### config.mk
export PLATFORM = sky130hd
export DESIGN_NAME = deserialize
export DESIGN_NICKNAME = d
export VERILOG_FILES = /design/src/rtl/deserialize.sv
export SDC_FILE = /design/constraint.sdc
export NUM_CORES = 1
export LEC_CHECK = 0
export ABC_AREA = 1
export BUFFER_PORTS_ARGS = -buffer_cell sky130_fd_sc_hd__clkbuf_2
export CAP_MARGIN = 20
export CELL_PAD_IN_SITES_DETAIL_PLACEMENT = 1
export CELL_PAD_IN_SITES_GLOBAL_PLACEMENT = 1
export CORE_MARGIN = 5
export CORE_UTILIZATION = 45
export DETAILED_ROUTE_END_ITERATION = 16
export PLACE_DENSITY = 0.82
export SYNTH_ARGS = -nofsm -noshare
export SYNTH_HDL_FRONTEND = slang
export SYNTH_SLANG_ARGS = --single-unit
### constraint.sdc
create_clock -name clk -period 3.1 [get_ports clk]
set_input_delay 0.465 -clock clk [delete_from_list [all_inputs] [get_ports clk]]
set_output_delay 0.465 -clock clk [all_outputs]
set_load 0.02 [all_outputs]
### src/rtl/deserialize.sv
// rtl/deserialize.sv - framed serial-to-parallel receiver with valid/ack word output
//
// Ports:
//   clk        rising-edge clock
//   reset      asynchronous active-high reset
//   data_in    serial line, one bit per clock, idles low
//   out_ack    consumer accepts out_data at an edge where out_valid is high
//   out_data   last good word received
//   out_valid  out_data holds an unconsumed word
//   frame_err  one-cycle pulse: frame rejected (bad stop bit or bad parity)
//   overrun    one-cycle pulse: good frame dropped because the old word is unread
module deserialize #(
    parameter int WIDTH  = 8,
    parameter int PARITY = 1
) (
    input  logic             clk,
    input  logic             reset,
    input  logic             data_in,
    input  logic             out_ack,
    output logic [WIDTH-1:0] out_data,
    output logic             out_valid,
    output logic             frame_err,
    output logic             overrun
);

    localparam int CW = (WIDTH > 1) ? $clog2(WIDTH) : 1;
    localparam logic [CW-1:0] LAST = CW'(WIDTH - 1);

    typedef enum logic [1:0] {
        IDLE,
        DATA,
        PAR,
        STOP
    } state_t;

    state_t           state;
    state_t           state_nxt;
    logic [CW-1:0]    count;
    logic [WIDTH-1:0] shreg;
    logic             par_acc;
    logic             par_ok;
    logic             frame_done;
    logic             frame_good;
    logic             load;

    always_ff @(posedge clk or posedge reset) begin
        if (reset) begin
            state <= IDLE;
        end else begin
            state <= state_nxt;
        end
    end

    always_comb begin
        state_nxt = state;
        case (state)
            IDLE: begin
                if (data_in) begin
                    state_nxt = DATA;
                end
            end
            DATA: begin
                if (count == LAST) begin
                    state_nxt = (PARITY != 0) ? PAR : STOP;
                end
            end
            PAR:     state_nxt = STOP;
            STOP:    state_nxt = IDLE;
            default: state_nxt = IDLE;
        endcase
    end

    // par_ok stays set from the start bit onward when there is no parity bit,
    // so the stop-bit check alone decides the frame in that configuration.
    always_comb begin
        frame_done = 1'b0;
        frame_good = 1'b0;
        load       = 1'b0;
        if (state == STOP) begin
            frame_done = 1'b1;
            frame_good = !data_in && par_ok;
            load       = frame_good && (!out_valid || out_ack);
        end
    end

    always_ff @(posedge clk or posedge reset) begin
        if (reset) begin
            count   <= '0;
            shreg   <= '0;
            par_acc <= 1'b0;
            par_ok  <= 1'b1;
        end else begin
            case (state)
                IDLE: begin
                    if (data_in) begin
                        count   <= '0;
                        shreg   <= '0;
                        par_acc <= 1'b0;
                        par_ok  <= 1'b1;
                    end
                end
                DATA: begin
                    shreg[count] <= data_in;
                    count        <= count + 1'b1;
                    par_acc      <= par_acc ^ data_in;
                end
                PAR: begin
                    par_ok <= (data_in == par_acc);
                end
                default: begin
                end
            endcase
        end
    end

    always_ff @(posedge clk or posedge reset) begin
        if (reset) begin
            out_data  <= '0;
            out_valid <= 1'b0;
            frame_err <= 1'b0;
            overrun   <= 1'b0;
        end else begin
            frame_err <= 1'b0;
            overrun   <= 1'b0;
            if (load) begin
                // A load at the same edge as an ack keeps out_valid high.
                out_data  <= shreg;
                out_valid <= 1'b1;
            end else begin
                if (out_valid && out_ack) begin
                    out_valid <= 1'b0;
                end
                if (frame_done && !frame_good) begin
                    frame_err <= 1'b1;
                end
                // Good but not loaded means the previous word is still unread.
                if (frame_good) begin
                    overrun <= 1'b1;
                end
            end
        end
    end

endmodule

==> run summary <==
Outcome = finished clean
Critical Path, Cell by Cell = inv_1 -> ha_1 -> inv_2 -> nor2_4 -> nor2_4 -> nand2_1 -> nand2_1 -> nand2_1
Detail Route Antenna Nets = 0
Fin. max-slew vios = 0
Worst-path fanout max = 12
PD cells = 876.0 nW/um^2
Initial antenna violation count = 0
First-pass GRT wire length = 4843 um
# DRC = 0
Boundary Pins = 15
Library cells used by synthesis = 21
Critical path type = reg2reg
Reg2reg start = state[0]
Worst Setup End Kind = flip-flop
Core ar. = 2781 sq um
FF-to-FF End = shreg[0]
Max transition margin = 0.7849
Hold Buf Count CTS = 0
CP max stage cell = dfrtp_1
Crit path launch = state[0]
Setup_tns = 0 ps
Hold Path Class = in2reg
Layout area overhead = 12.74%
Peak VDD IR = 495.8 uV
Fin crit period = 1510 ps
Largest net degree at the start of global routing = 27
CP max stage delay = 460 ps
Tot Pwr = 0.001310 W
Synthesized instance count = 161
Vias per cell = 4.981
Total CTS buffers = 3
Nets@finish = 188
Number of global-route vias before repair = 1068
Share of post-route cells with drive strength above 1 = 0.1818
Initial Util = 0.4768
Worst reg2reg path depth = 8
Max-cap violation count = 0
Aggregate global-route resource usage = 0.1459
Initial DRC Count = 29
H-tree Lvls = 1
Hold_sp = out_ack
Startpoint class of the critical path = flip-flop
Fin area = 1495 sq um
Cell row count = 19
Clock Sinks = 26
Area after DPL = 1405 sq um
Wire length per cell = 13.18 um
Antenna cells = 0
Post-synthesis sequential area ratio = 0.4915
Worst skew pair latency = 330 ps
Hold-critical path depth = 4
Post-synthesis net count = 172
Required @ worst endpoint = 3340 ps
Setup-failing EPs final = 0
Via count = 1031
Register bit total from synthesis = 26
Most used cell, CP = nand2_1
WL final = 2729 um
RSZ-0062 raised after global routing = false
P_leak = 0.8316 nW
CTS resizes = 0
Part of the cycle the worst path needs = 0.4871
Max Buffers Root-to-Sink = 2
Final Hold Viols = 0
Hold Path End = overrun
Post CTS Setup Buffer Count = 0
Syn avg cell area = 8.238 sq um
Hpwl dp = 2053 um
Post-place setup slack = 1617 ps
Grt total ovfl = 0
Final worst setup slack = 1590 ps
Worst endpoint data arrival time = 1750 ps
R2R Setup Slk = 1590 ps
# port buffers = 14
Fmax = 662.3 MHz
Syn Std Cell Area = 1326 sq um
Die Wd = 64.29 um
First drt pass iteration count = 4
Worst Tran Pin Value = 322.7 ps
Routability cong. = 0.7654
Setup Skew = 2.009 ps
CTS tree = yes
Synth warn = 0
Die Height = 64.29 um
Die area = 4133 sq um
CTS clk-pin slew, worst paths = 140 ps
Root Driver = clkbuf_4
Final Util = 0.5376
-- synth_stat cells --
library cell	instances	area [sq um]
nand2_1	68	255.2
dfrtp_1	25	625.6
inv_1	12	45.04
nand3_1	12	60.06
ha_1	7	87.58
nor2_1	6	22.52
nand4_1	5	31.28
inv_2	4	15.01
o21ai_1	4	20.02
buf_2	3	15.01
nor2_4	3	33.78
o21ai_0	3	15.01
a21oi_1	1	5.000
buf_6	1	11.26
clkbuf_1	1	3.750
dfstp_2	1	26.28
nand2_4	1	11.26
nand3_2	1	10.01
nor2_2	1	6.260
nor2_8	1	20.02
or2_2	1	6.260
-- where the power goes --
part | switching (W) | internal [W]
registers | 0.0000808 | 0.000428
logic | 0.000381 | 0.000185
clock network | 0.000104 | 0.000131
-- final cells by class --
cell class / instances / area [sq um]
Multi-Input combinational cell: 114 / 584.3
Clock inverter: 1 / 30.03
Sequential cell: 26 / 651.9
Timing Repair Buffer: 16 / 107.6
Clock buffer: 3 / 22.52
Fill cell: 350 / 1286
Inverter: 16 / 60.06
Tap cell: 31 / 38.79
-- worst max-delay path, delay by kind of cell, from the launching register on --
kind | cells | cell delay (ps)
DFF | 1 | 460
and+or+nand+nor | 5 | 500
buffers and inverters | 2 | 190
adders and majority gates | 1 | 270
-- metrics by stage --
stage / hold WS [ps] / cells
finish: 474.2 / 207
global route: 472.8 / 207
CTS: 348.0 / 205
global placement: 457.9 / 201
floorplan: 441.5 / 161
detailed placement: 459.6 / 201
-- kinds of logic after synthesis --
group / share of synthesized area
buf+inv: 0.06791
fa+ha+maj: 0.06603
simple gates: 0.3443
compound gates: 0.03018
flops: 0.4915
-- worst max path at each step --
stage | to | slack (ps) | cells after the start
final | shreg[0] | 1590 | 8
after global routing | shreg[0] | 1440 | 8
after CTS | shreg[0] | 1570 | 8
after detailed placement | shreg[0] | 1620 | 8
after global placement | shreg[6] | 1690 | 8
after floorplan | shreg[4] | 1830 | 9
-- cells in the final DEF (no fill, tap or decap), types with 3 or more instances in the layout --
| cell | n |
|---|---|
| nand2_1 | 68 |
| dfrtp_1 | 25 |
| nand3_1 | 12 |
| inv_2 | 4 |
| nor2_1 | 6 |
| inv_1 | 12 |
| ha_1 | 7 |
| clkbuf_4 | 3 |
| clkbuf_2 | 14 |
| nor2_4 | 3 |
| o21ai_0 | 3 |
| o21ai_1 | 4 |
| nand4_1 | 5 |
-- metal layers --
metal  GRT usage  part of all wire  wire length [um]  up-vias
li1            -                 -                 -      530
met1      0.1794              0.45              1219      483
met2      0.2500              0.50              1358       13
met3     0.02452             0.036                97        5
met4     0.06107             0.019                53        0
met5           0                 0                 0        -
-- state kept, by name, summed over array words and instances, names as in the netlist --
name / flops
out_data: 8
count: 3
frame_err: 1
par_ok: 1
shreg: 8
state: 2
out_valid: 1
overrun: 1
par_acc: 1
Power figures use the tool's default switching activity.
